File: src/rtl/orb_stage_sequencer.sv
// Frame-level sequencer for the ORB front end: extend -> FAST -> descriptor, with shared-RAM ownership.
// Optional stage watchdog enabled by defining ORB_SEQ_WATCHDOG_EN.
module orb_stage_sequencer #(
    parameter int STAGE_GAP      = 2,
    parameter int TIMEOUT_CYCLES = 400000,
    parameter int FCNT_W         = 16
) (
    input  logic              clk,
    input  logic              rst_n,
    input  logic              frame_req,
    output logic              frame_ack,
    output logic              start_extend,
    input  logic              extend_done,
    output logic              start_fast,
    input  logic              fast_done,
    output logic              start_desc,
    input  logic              desc_done,
    output logic [1:0]        ram_owner,
    output logic              busy,
    output logic              frame_done,
    output logic              err_timeout,
    input  logic              err_clr,
    output logic [FCNT_W-1:0] frame_cnt
);

    typedef enum logic [3:0] {
        S_IDLE,
        S_EXT_START,
        S_EXT_RUN,
        S_GAP1,
        S_FAST_START,
        S_FAST_RUN,
        S_GAP2,
        S_DESC_START,
        S_DESC_RUN,
        S_DONE
    } state_t;

    state_t            r_state;
    state_t            w_state_nxt;
    logic              r_ext_q;
    logic              r_fast_q;
    logic              r_desc_q;
    logic              w_ext_edge;
    logic              w_fast_edge;
    logic              w_desc_edge;
    logic [3:0]        r_gap_cnt;
    logic              w_gap_last;
    logic              w_err;
    logic              w_timeout;
    logic [1:0]        w_owner_nxt;
    logic              r_frame_ack;
    logic              r_start_extend;
    logic              r_start_fast;
    logic              r_start_desc;
    logic [1:0]        r_ram_owner;
    logic              r_busy;
    logic              r_frame_done;
    logic [FCNT_W-1:0] r_frame_cnt;

    assign w_ext_edge  = extend_done & ~r_ext_q;
    assign w_fast_edge = fast_done & ~r_fast_q;
    assign w_desc_edge = desc_done & ~r_desc_q;
    assign w_gap_last  = (r_gap_cnt == 4'(STAGE_GAP - 1));

    always_ff @(posedge clk or negedge rst_n) begin
        if (!rst_n) begin
            r_ext_q  <= 1'b0;
            r_fast_q <= 1'b0;
            r_desc_q <= 1'b0;
        end else begin
            r_ext_q  <= extend_done;
            r_fast_q <= fast_done;
            r_desc_q <= desc_done;
        end
    end

`ifdef ORB_SEQ_WATCHDOG_EN
    logic [18:0] r_wd_cnt;
    logic        r_err;
    logic        w_in_stage;
    logic        w_stage_entry;
    logic        w_cur_edge;

    assign w_in_stage = (r_state == S_EXT_START)  || (r_state == S_EXT_RUN)  ||
                        (r_state == S_FAST_START) || (r_state == S_FAST_RUN) ||
                        (r_state == S_DESC_START) || (r_state == S_DESC_RUN);
    assign w_stage_entry = (w_state_nxt == S_EXT_START) || (w_state_nxt == S_FAST_START) ||
                           (w_state_nxt == S_DESC_START);
    assign w_cur_edge = ((r_state == S_EXT_START)  || (r_state == S_EXT_RUN))  ? w_ext_edge  :
                        ((r_state == S_FAST_START) || (r_state == S_FAST_RUN)) ? w_fast_edge :
                        ((r_state == S_DESC_START) || (r_state == S_DESC_RUN)) ? w_desc_edge :
                        1'b0;
    // A done edge arriving in the expiry cycle still counts as a normal completion.
    assign w_timeout = w_in_stage && (r_wd_cnt == 19'(TIMEOUT_CYCLES - 1)) && !w_cur_edge;
    assign w_err     = r_err;

    always_ff @(posedge clk or negedge rst_n) begin
        if (!rst_n) begin
            r_wd_cnt <= 19'd0;
        end else if (w_stage_entry) begin
            r_wd_cnt <= 19'd0;
        end else if (w_in_stage) begin
            r_wd_cnt <= r_wd_cnt + 19'd1;
        end
    end

    always_ff @(posedge clk or negedge rst_n) begin
        if (!rst_n) begin
            r_err <= 1'b0;
        end else if (w_timeout) begin
            r_err <= 1'b1;
        end else if (err_clr) begin
            r_err <= 1'b0;
        end
    end
`else
    logic w_unused;

    assign w_timeout = 1'b0;
    assign w_err     = 1'b0;
    assign w_unused  = err_clr ^ (TIMEOUT_CYCLES != 0);
`endif

    always_ff @(posedge clk or negedge rst_n) begin
        if (!rst_n) begin
            r_gap_cnt <= 4'd0;
        end else if ((r_state == S_GAP1) || (r_state == S_GAP2)) begin
            r_gap_cnt <= r_gap_cnt + 4'd1;
        end else begin
            r_gap_cnt <= 4'd0;
        end
    end

    always_ff @(posedge clk or negedge rst_n) begin
        if (!rst_n) begin
            r_state <= S_IDLE;
        end else begin
            r_state <= w_state_nxt;
        end
    end

    always_comb begin
        w_state_nxt = r_state;
        case (r_state)
            S_IDLE:                    if (frame_req && !w_err) w_state_nxt = S_EXT_START;
            S_EXT_START,  S_EXT_RUN:   w_state_nxt = w_ext_edge  ? S_GAP1 : S_EXT_RUN;
            S_GAP1:                    if (w_gap_last) w_state_nxt = S_FAST_START;
            S_FAST_START, S_FAST_RUN:  w_state_nxt = w_fast_edge ? S_GAP2 : S_FAST_RUN;
            S_GAP2:                    if (w_gap_last) w_state_nxt = S_DESC_START;
            S_DESC_START, S_DESC_RUN:  w_state_nxt = w_desc_edge ? S_DONE : S_DESC_RUN;
            S_DONE:                    w_state_nxt = S_IDLE;
            default:                   w_state_nxt = S_IDLE;
        endcase
        if (w_timeout) begin
            w_state_nxt = S_IDLE;
        end
    end

    always_comb begin
        w_owner_nxt = 2'd0;
        case (w_state_nxt)
            S_EXT_START,  S_EXT_RUN:  w_owner_nxt = 2'd1;
            S_FAST_START, S_FAST_RUN: w_owner_nxt = 2'd2;
            S_DESC_START, S_DESC_RUN: w_owner_nxt = 2'd3;
            default:                  w_owner_nxt = 2'd0;
        endcase
    end

    // Outputs are decoded from the next state so each one lines up with the state it belongs to.
    always_ff @(posedge clk or negedge rst_n) begin
        if (!rst_n) begin
            r_frame_ack    <= 1'b0;
            r_start_extend <= 1'b0;
            r_start_fast   <= 1'b0;
            r_start_desc   <= 1'b0;
            r_ram_owner    <= 2'd0;
            r_busy         <= 1'b0;
            r_frame_done   <= 1'b0;
            r_frame_cnt    <= '0;
        end else begin
            r_frame_ack    <= (w_state_nxt == S_EXT_START);
            r_start_extend <= (w_state_nxt == S_EXT_START);
            r_start_fast   <= (w_state_nxt == S_FAST_START);
            r_start_desc   <= (w_state_nxt == S_DESC_START);
            r_ram_owner    <= w_owner_nxt;
            r_busy         <= (w_state_nxt != S_IDLE);
            r_frame_done   <= (w_state_nxt == S_DONE);
            if (w_state_nxt == S_DONE) begin
                r_frame_cnt <= r_frame_cnt + FCNT_W'(1);
            end
        end
    end

    assign frame_ack    = r_frame_ack;
    assign start_extend = r_start_extend;
    assign start_fast   = r_start_fast;
    assign start_desc   = r_start_desc;
    assign ram_owner    = r_ram_owner;
    assign busy         = r_busy;
    assign frame_done   = r_frame_done;
    assign err_timeout  = w_err;
    assign frame_cnt    = r_frame_cnt;

endmodule

File: config.mk
export PLATFORM = sky130hd
export DESIGN_NAME = orb_stage_sequencer
export DESIGN_NICKNAME = d
export VERILOG_FILES = /design/src/rtl/orb_stage_sequencer.sv
export SDC_FILE = /design/constraint.sdc
export NUM_CORES = 1
export LEC_CHECK = 0
export ABC_AREA = 1
export CAP_MARGIN = 10
export CORE_MARGIN = 4
export CORE_UTILIZATION = 45
export CTS_BUF_LIST = sky130_fd_sc_hd__clkbuf_4 sky130_fd_sc_hd__clkbuf_8
export DETAILED_ROUTE_END_ITERATION = 8
export GPL_TIMING_DRIVEN = 0
export PLACE_DENSITY = 0.71
export SYNTH_ARGS = -nofsm -noshare
export SYNTH_HDL_FRONTEND = slang
export SYNTH_SLANG_ARGS = --single-unit
File: constraint.sdc
create_clock -name clk -period 3.6 [get_ports clk]
set_input_delay 0.54 -clock clk [delete_from_list [all_inputs] [get_ports clk]]
set_output_delay 0.54 -clock clk [all_outputs]
set_load 0.02 [all_outputs]
==> results of run 1 <==
## cells in the final DEF, fill, tap and decap left out, types with 3 or more instances in the layout
cell | netlist | layout
clkdlybuf4s50_1 | 0 | 28
ha_1 | 3 | 3
clkbuf_4 | 0 | 5
nand2_1 | 31 | 31
inv_1 | 22 | 22
nand3_1 | 17 | 17
nor2_1 | 24 | 24
nor2_2 | 4 | 4
inv_2 | 3 | 3
dfrtp_1 | 34 | 34
xnor2_1 | 8 | 8
xor2_1 | 9 | 9
nand4_1 | 4 | 4
## state kept, by name, summed over array words and instances (netlist names)
register / flops
ram_owner: 2
frame_cnt: 16
start_extend: 1
r_fast_q: 1
start_fast: 1
r_ext_q: 1
frame_done: 1
start_desc: 1
r_gap_cnt: 4
busy: 1
r_state: 4
r_desc_q: 1
## power by group
part	internal, mW	total [mW]	switching (mW)
Combinational	0.145	0.366	0.221
Clock	0.235	0.365	0.130
Sequential	0.439	0.480	0.0416
Total	0.819	1.21	0.392
## per-layer routing
metal  track usage, %  share of wire (%)  vias up
met5                0                  0        -
met4             9.11                2.3        0
met3             4.49                5.7        8
met2             24.4                 49       31
met1             18.7                 43      587
li1                 -                  -      606
## metrics by stage
step / std cells / hold WS, ns
global route: 258 / 0.288
floorplan: 175 / 0.244
global placement: 250 / 0.475
CTS: 258 / 0.269
finish: 258 / 0.249
detailed placement: 250 / 0.499
## layout make-up
| class | count | area share, % |
|---|---|---|
| multi-input combinational | 113 | 30.7 |
| clock buffer | 6 | 2.50 |
| inverter | 25 | 4.56 |
| clock inverter | 2 | 2.92 |
| sequential | 34 | 41.4 |
| buffer | 3 | 1.28 |
| tap | 46 | 2.80 |
| timing repair buffer | 29 | 13.9 |
## cells by family after synthesis
kind of cell,after synthesis
AOI/OAI and AO/OA,3
xor gates and xnor gates,17
adders and majority gates,3
buffers and inverters,28
DFF,34
other,1
and+or+nand+nor,89
## how the worst min path moves through the flow
stage | endpoint | slack [ns]
floorplan | busy | 0.24
global placement | r_gap_cnt[0] | 0.47
detailed placement | r_gap_cnt[0] | 0.50
CTS | frame_cnt[0] | 0.27
global route | r_state[0] | 0.29
finish | frame_cnt[0] | 0.25
==> flow_metrics.py, run 1 <==
metrics = {
    "status": {
        "status": "finished clean",
    },
    "sta": {
        "worstMarginPinSlew_ns": 0.742,
        "max_clock_freq_mhz": 500,
        "setup_ws_ns": 1.60,
        "period_minus_slack_ns": 2.00,
        "slew_headroom_pct": 50.5,
        "fin_crit_sh_pct": 55.6,
        "fin_skew_ns": 0.0143,
        "hold_viol_final": 0,
        "setup_tns_ns": 0,
        "finalMaxSlewViolations": 0,
        "grt_setup_unrepaired": "false",
        "setup_viol": 0,
    },
    "power_and_ir_drop": {
        "p_per_area_nw_per_um2": 589,
        "power.total_mw": 1.21,
        "p_leak_nw": 1.03,
        "ir_drop_mv": 0.384,
    },
    "final_layout": {
        "design_area_sq_um": 2060,
        "multiInputGateArea_sq_um": 631,
        "postLayoutCoreUtil_pct": 60.6,
        "antenna_cells": 0,
        "fillers": 285,
        "drive_gt1_share_pct": 12.3,
        "syn_to_final_growth_pct": 28.4,
        "area.sequential_sq_um": 851,
        "fin_nets": 221,
    },
    "critical_path": {
        "slowest_delay_ns": 0.65,
        "crit_required_ns": 3.06,
        "r2r_setup_slack_ns": 1.94,
        "worstReg2RegEnd": "frame_cnt[14]",
        "critPathTopFamily": "buffers and inverters",
        "setup.worst_path.start": "frame_cnt[5]",
        "worstPathArrival_ns": 1.46,
        "path_cells": "clkdlybuf4s50_1",
        "crit_buf_inv": 1,
        "worstRegToRegCells": 5,
        "cp-endpoint": "frame_cnt[5]",
        "r2r-start": "frame_cnt[0]",
        "end_kind": "primary output",
        "path_depth": 1,
        "crit_slowest_cell": "clkdlybuf4s50_1",
        "worst-setup-path-type": "register to primary output",
        "crit_fanout": 6,
        "cp-start-kind": "register",
    },
    "drt": {
        "drc": 0,
        "dr.pass1.iters": 4,
        "drtIter0Drc": 54,
        "viasPerCell": 4.78,
        "wire_per_inst_um": 11.8,
        "postRouteAntennaNets": 0,
        "num_vias": 1232,
        "drt_wl_total_um": 3060,
    },
    "yosys": {
        "synthMuxAreaShare_pct": 0,
        "syn_avg_cell_area_sq_um": 9.15,
        "synth.top_cell.area_share_pct": 53.1,
        "ys_ff_latch": 34,
        "synth_edf_count": 0,
        "yosysTopAreaCell": "dfrtp_1",
        "yosys-top-cells-count": "dfrtp_1, nand2_1, nor2_1",
        "synth_seq_area_share_pct": 53.1,
        "synth_area_leaders": "dfrtp_1, nand2_1, nor2_1",
        "synth_compound_area_share_pct": 0.938,
        "synth_nets": 185,
        "yosys.area_share.adder_pct": 2.34,
        "ys_warn_count": 0,
        "synth-simple-area-share_pct": 26.6,
        "synthArstFlopShare_pct": 100,
        "synth_top_family_by_area": "simple AND/OR/NAND/NOR gates",
        "synth_cells": 175,
        "synth_flop_cell": "dfrtp_1",
        "synth.distinct_cells": 23,
        "synth_most_common_cell": "dfrtp_1",
        "synthXorXnorAreaFrac_pct": 9.30,
        "netlist_area_sq_um": 1600,
    },
    "floorplanning": {
        "die_width_um": 67.7,
        "core.rowCount": 21,
        "fp.coreArea_sq_um": 3390,
        "die_h_um": 67.7,
        "start_util_pct": 47.2,
        "io_pins": 32,
        "dieArea_sq_um": 4580,
    },
    "grt": {
        "antenna_found_initial": 0,
        "grt_pass1_wl_um": 5160,
        "grt_start_max_net_pins": 35,
        "grt_overflow": 0,
        "grtUsageTotal_pct": 15.5,
        "grt_pass1_vias": 1180,
    },
    "clock_network": {
        "numCtsBuffers": 5,
        "insertion_delay_ns": 0.34,
        "ctsHoldBuffers": 0,
        "cts_buffer_depth": 2,
        "post_cts_buffers": 0,
        "cts_resized": 0,
        "cts-root-buf": "clkbuf_4",
        "numClockSinks": 34,
        "cts_tree": "done",
        "htree_levels": 2,
        "path_clk_slew_ns": 0.11,
    },
    "place": {
        "dp_slack_ns": 1.65,
        "place_area_sq_um": 1940,
        "hpwl_um": 2340,
        "globalplace.congestion": 0.838,
        "io_buffers": 29,
    },
    "min_path": {
        "hold_path.class": "input pin to asynchronous set/reset pin",
    },
    "job": {
        "maxCapViolations": 0,
    },
}
Note: power is estimated with default switching activity, not from simulation.
==> run 2: changes to the inputs <==
--- a/config.mk
+++ b/config.mk
@@ -12,7 +12,7 @@
 export CTS_BUF_LIST = sky130_fd_sc_hd__clkbuf_4 sky130_fd_sc_hd__clkbuf_8
 export DETAILED_ROUTE_END_ITERATION = 8
 export GPL_TIMING_DRIVEN = 0
-export PLACE_DENSITY = 0.71
+export PLACE_DENSITY = 0.74
 export SYNTH_ARGS = -nofsm -noshare
 export SYNTH_HDL_FRONTEND = slang
 export SYNTH_SLANG_ARGS = --single-unit
==> constraint.sdc (replaced) <==
create_clock -name clk -period 1.6 [get_ports clk]
set_input_delay 0.24 -clock clk [delete_from_list [all_inputs] [get_ports clk]]
set_output_delay 0.24 -clock clk [all_outputs]
set_load 0.02 [all_outputs]
==> run 2 against run 1 <==
Against the previous run: non-clock buffer count increased by 2; sequential share of layout area increased by 0.41 points; critical path depth unchanged; worst hold slack improved by 0.12 ns; die area unchanged; utilization decreased by 0.59 points; register-to-register slack got worse by 1.8 ns; critical path type unchanged; power increased by 100%; final area decreased by 0.97%; sequential power increased by 120%.
==> flow_metrics.py, run 2 (synthesis gave the netlist of run 1 again) <==
metrics = {
    "critical_path": {
        "r2r-start": "frame_cnt[0]",
        "crit_slowest_cell": "clkdlybuf4s50_1",
        "r2r_setup_slack_ns": 0.12,
        "critPathTopFamily": "buffers and inverters",
        "crit_buf_inv": 1,
        "path_cells": "clkdlybuf4s50_1",
        "worstPathArrival_ns": 1.29,
        "setup.worst_path.start": "start_extend",
        "crit_required_ns": 1.36,
        "end_kind": "primary output",
        "slowest_delay_ns": 0.60,
        "crit_fanout": 2,
        "worst-setup-path-type": "register to primary output",
        "cp-start-kind": "register",
    },
    "drt": {
        "drt_wl_total_um": 2920,
        "wire_per_inst_um": 11.2,
        "drc": 0,
        "dr.pass1.iters": 4,
        "drtIter0Drc": 77,
        "viasPerCell": 4.58,
        "postRouteAntennaNets": 0,
        "num_vias": 1190,
    },
    "clock_network": {
        "numCtsBuffers": 5,
        "cts-root-buf": "clkbuf_4",
        "htree_levels": 2,
        "insertion_delay_ns": 0.34,
        "cts_tree": "done",
        "numClockSinks": 34,
        "cts_buffer_depth": 2,
        "path_clk_slew_ns": 0.10,
    },
    "power_and_ir_drop": {
        "power.total_mw": 2.43,
        "ir_drop_mv": 0.596,
        "p_per_area_nw_per_um2": 1190,
        "p_leak_nw": 1.11,
    },
    "place": {
        "globalplace.congestion": 0.809,
        "io_buffers": 29,
        "place_area_sq_um": 1940,
        "hpwl_um": 2090,
    },
    "grt": {
        "grtUsageTotal_pct": 14.7,
        "grt_start_max_net_pins": 35,
        "antenna_found_initial": 0,
        "grt_pass1_wl_um": 4910,
        "grt_pass1_vias": 1107,
        "grt_overflow": 0,
    },
    "sta": {
        "finalMaxSlewViolations": 0,
        "grt_setup_unrepaired": "true",
        "fin_skew_ns": 0.00621,
        "setup_viol": 0,
        "fin_crit_sh_pct": 95.4,
        "hold_viol_final": 0,
        "max_clock_freq_mhz": 655,
        "period_minus_slack_ns": 1.53,
        "worstMarginPinSlew_ns": 0.753,
        "slew_headroom_pct": 49.8,
    },
    "floorplanning": {
        "start_util_pct": 47.2,
        "dieArea_sq_um": 4580,
        "io_pins": 32,
        "die_width_um": 67.7,
        "core.rowCount": 21,
        "fp.coreArea_sq_um": 3390,
        "die_h_um": 67.7,
    },
    "final_layout": {
        "postLayoutCoreUtil_pct": 60.1,
        "design_area_sq_um": 2040,
        "fin_nets": 223,
        "fillers": 299,
        "final_common_cell": "dfrtp_1",
        "syn_to_final_growth_pct": 27.1,
        "final_cell_mix": "dfrtp_1, nand2_1, inv_1",
        "drive_gt1_share_pct": 15.0,
        "largest_register_ffs": 16,
        "antenna_cells": 0,
    },
    "min_path": {
        "min-delay-start": "fast_done",
        "hold_path.class": "input pin to register",
    },
    "status": {
        "status": "finished clean",
    },
    "job": {
        "maxCapViolations": 0,
    },
}
## run 2: cell types whose count changed in the layout (fill, tap and decap cells not counted), sizes merged
cell | previous run | this run
clkinv | 0 | 1
dlymetal6s2s | 0 | 1
bufinv | 2 | 0
dlygate4sd3 | 0 | 1
clkdlybuf4s50 | 28 | 11
clkbuf | 6 | 7
buf | 4 | 5
dlygate4sd2 | 0 | 16
## run 2: final timing paths
path / endpoint / depth (start not counted)
min reg2reg: frame_cnt[13] / 1
max in group asynchronous: r_gap_cnt[2] / 2
min in group asynchronous: frame_cnt[0] / 2
max: frame_ack / 1
min: r_fast_q / 1
max reg2reg: frame_cnt[14] / 5
## run 2: repair_timing
item                                    in CTS  in global routing
pin swaps                                    0                  1
endpoints found under the hold margin       34                  0
endpoints found under the setup margin      18                  5
setup buffers                                0                  1
hold buffers                                 1                  0
gates resized for setup                     17                  6
## run 2: final cells by class
| type | instances | area (sq um) | share of cell area (%) |
|---|---|---|---|
| Tap cell | 46 | 57.6 | 2.83 |
| Multi-Input combinational cell | 113 | 658 | 32.3 |
| Clock buffer | 7 | 58.8 | 2.89 |
| Sequential cell | 34 | 851 | 41.8 |
| Timing Repair Buffer | 31 | 285 | 14.0 |
| Clock inverter | 1 | 5.00 | 0.246 |
| Buffer | 3 | 26.3 | 1.29 |
| Inverter | 25 | 93.8 | 4.61 |
## run 2: per-layer routing
layer / up-vias / part of all wire [%] / GRT usage, %
met1: 547 / 48 / 19.5
met3: 5 / 3.9 / 3.83
met5: - / 0 / 0
met2: 25 / 46 / 20.8
li1: 613 / - / -
met4: 0 / 2.0 / 10.4
## run 2: metrics by stage
stage | std cells | hold slack (ns) | setup TNS, ns | worst slack [ns]
5_1_grt | 260 | 0.350 | -0.0126 | -0.0126
3_5_place_dp | 250 | 0.353 | -0.0220 | -0.0156
4_1_cts | 259 | 0.349 | 0 | 0.0350
2_1_floorplan | 175 | -0.0556 | 0 | 0.0384
3_3_place_gp | 250 | 0.481 | -14.52 | -0.428
6_report | 260 | 0.366 | 0 | 0.0738
## run 2: power breakdown
group	switching (mW)	internal [mW]	leakage [nW]	total [mW]
Clock	0.289	0.230	0.0387	0.518
Combinational	0.506	0.333	0.627	0.839
Sequential	0.0859	0.987	0.448	1.07
Total	0.880	1.55	1.11	2.43
==> run 3: changes to the inputs <==
--- a/config.mk
+++ b/config.mk
@@ -9,10 +9,9 @@
 export CAP_MARGIN = 10
 export CORE_MARGIN = 4
 export CORE_UTILIZATION = 45
-export CTS_BUF_LIST = sky130_fd_sc_hd__clkbuf_4 sky130_fd_sc_hd__clkbuf_8
 export DETAILED_ROUTE_END_ITERATION = 8
 export GPL_TIMING_DRIVEN = 0
-export PLACE_DENSITY = 0.74
+export PLACE_DENSITY = 0.71
 export SYNTH_ARGS = -nofsm -noshare
 export SYNTH_HDL_FRONTEND = slang
 export SYNTH_SLANG_ARGS = --single-unit
==> constraint.sdc (replaced) <==
create_clock -name clk -period 1.5 [get_ports clk]
set_input_delay 0.225 -clock clk [delete_from_list [all_inputs] [get_ports clk]]
set_output_delay 0.225 -clock clk [all_outputs]
set_load 0.02 [all_outputs]
==> run 3 against run 2 <==
Against the previous run: non-clock buffer count increased by 1; clock skew is 0.0044 ns higher; worst setup slack worse by 0.052 ns; utilization increased by 1.5 points; combinational power up 15%.
==> flow_metrics.py, run 3 (synthesis gave the netlist of run 1 again) <==
metrics = {
    "status": {
        "status": "finished clean",
    },
    "floorplanning": {
        "core.rowCount": 21,
        "fp.coreArea_sq_um": 3390,
        "io_pins": 32,
        "die_h_um": 67.7,
        "die_width_um": 67.7,
        "dieArea_sq_um": 4580,
        "start_util_pct": 47.2,
    },
    "grt": {
        "antenna_found_initial": 0,
        "grt_pass1_vias": 1186,
        "grt_overflow": 0,
        "grtUsageTotal_pct": 15.0,
        "grt_start_max_net_pins": 35,
        "grt_pass1_wl_um": 5110,
    },
    "final_layout": {
        "largest_register_ffs": 16,
        "syn_to_final_growth_pct": 30.3,
        "postLayoutCoreUtil_pct": 61.6,
        "final_common_cell": "dfrtp_1",
        "final_cell_mix": "dfrtp_1, nand2_1, inv_1",
        "drive_gt1_share_pct": 20.9,
        "fin_nets": 224,
        "antenna_cells": 0,
    },
    "drt": {
        "drt_wl_total_um": 3240,
        "num_vias": 1247,
        "drtIter0Drc": 70,
        "drc": 0,
        "dr.pass1.iters": 4,
        "wire_per_inst_um": 12.4,
        "postRouteAntennaNets": 0,
        "viasPerCell": 4.78,
    },
    "job": {
        "maxCapViolations": 0,
    },
    "sta": {
        "fin_skew_ns": 0.0106,
        "setup_viol": 0,
        "setup_ws_ns": 0.0223,
        "hold_viol_final": 0,
        "grt_setup_unrepaired": "true",
        "finalMaxSlewViolations": 0,
        "worstMarginPinSlew_ns": 0.735,
        "slew_headroom_pct": 51.0,
        "max_clock_freq_mhz": 677,
        "period_minus_slack_ns": 1.48,
        "fin_crit_sh_pct": 98.5,
    },
    "critical_path": {
        "cp-start-kind": "register",
        "worst-setup-path-type": "register to register",
        "end_kind": "register",
        "worstPathArrival_ns": 1.68,
        "crit_required_ns": 1.71,
        "crit_fanout": 3,
    },
    "power_and_ir_drop": {
        "p_leak_nw": 1.18,
        "power.total_mw": 2.65,
        "ir_drop_mv": 0.747,
        "p_per_area_nw_per_um2": 1270,
    },
    "place": {
        "hpwl_um": 2240,
        "io_buffers": 29,
        "globalplace.congestion": 0.808,
        "dp_slack_ns": -0.0668,
    },
    "clock_network": {
        "numClockSinks": 34,
        "htree_levels": 2,
        "cts-root-buf": "clkbuf_4",
        "cts_tree": "done",
        "insertion_delay_ns": 0.32,
        "cts_buffer_depth": 2,
        "numCtsBuffers": 5,
        "path_clk_slew_ns": 0.10,
    },
    "min_path": {
        "hold_path.class": "input pin to register",
    },
}
-- run 3: changes by cell type in the layout (fill, tap and decap cells not counted), moves of 3 or more --
cell / change
dfrtp_1: -4
clkdlybuf4s50_1: -6
nor2_1: -3
dlymetal6s2s_1: +4
dfrtp_2: +4
-- run 3: power by group --
part | switching (mW) | internal (mW) | leakage [nW]
clock network | 0.285 | 0.227 | 0.0353
registers | 0.111 | 1.06 | 0.443
logic | 0.600 | 0.362 | 0.699
-- run 3: routing by layer --
layer / wire, um / GRT usage, % / up-vias
li1: - / - / 617
met1: 1420 / 18.7 / 586
met2: 1590 / 24.1 / 36
met3: 156 / 3.83 / 8
met4: 74 / 7.09 / 0
met5: 0 / 0 / -
-- run 3: final cells by class --
type,instances,area [sq um]
Buffer,3,26.3
Clock buffer,7,55.1
Clock inverter,1,5.00
Fill cell,279,1300
Inverter,25,93.8
Multi-Input combinational cell,113,693
Sequential cell,34,856
Tap cell,46,57.6
Timing Repair Buffer,32,300
-- run 3: metrics by stage --
step	cell area (sq um)	setup TNS [ns]	cells	hold slack (ns)
6_report	2090	0	261	0.375
4_1_cts	2020	0	259	0.367
3_3_place_gp	1960	-15.75	250	0.475
5_1_grt	2090	-0.196	261	0.363
2_1_floorplan	1610	0	175	-0.0706
3_5_place_dp	1950	-0.476	250	0.329
-- run 3: worst paths after layout --
path	end	depth (start not counted)	startpoint	slack, ns
worst min register to register	frame_cnt[13]	1	frame_cnt[13]	0.50
max in group asynchronous	frame_cnt[2]	2	rst_n	0.49
worst max register to register	ram_owner[0]	11	r_gap_cnt[1]	0.02
worst max-delay path	ram_owner[0]	11	r_gap_cnt[1]	0.02
min in group asynchronous	start_fast	2	rst_n	0.49
worst min-delay path	r_fast_q	1	fast_done	0.38
-- run 3: what timing repair did --
item	in CTS	in global routing
pin swaps	1	11
hold endpoints to repair	34	0
setup buffers	0	2
hold buffers	1	0
gates resized for setup	21	21
setup endpoints to repair	20	19
-- run 3: worst max-delay path, stage by stage (launching register included) --
cell	delay (ns)
dfrtp_1	0.41
inv_1	0.06
ha_2	0.16
nand2_1	0.05
nor2_1	0.13
nand2_1	0.12
nand2_2	0.11
nor2_4	0.04
nand3_2	0.06
nor2_1	0.04
nor2_1	0.12
nand2_1	0.07
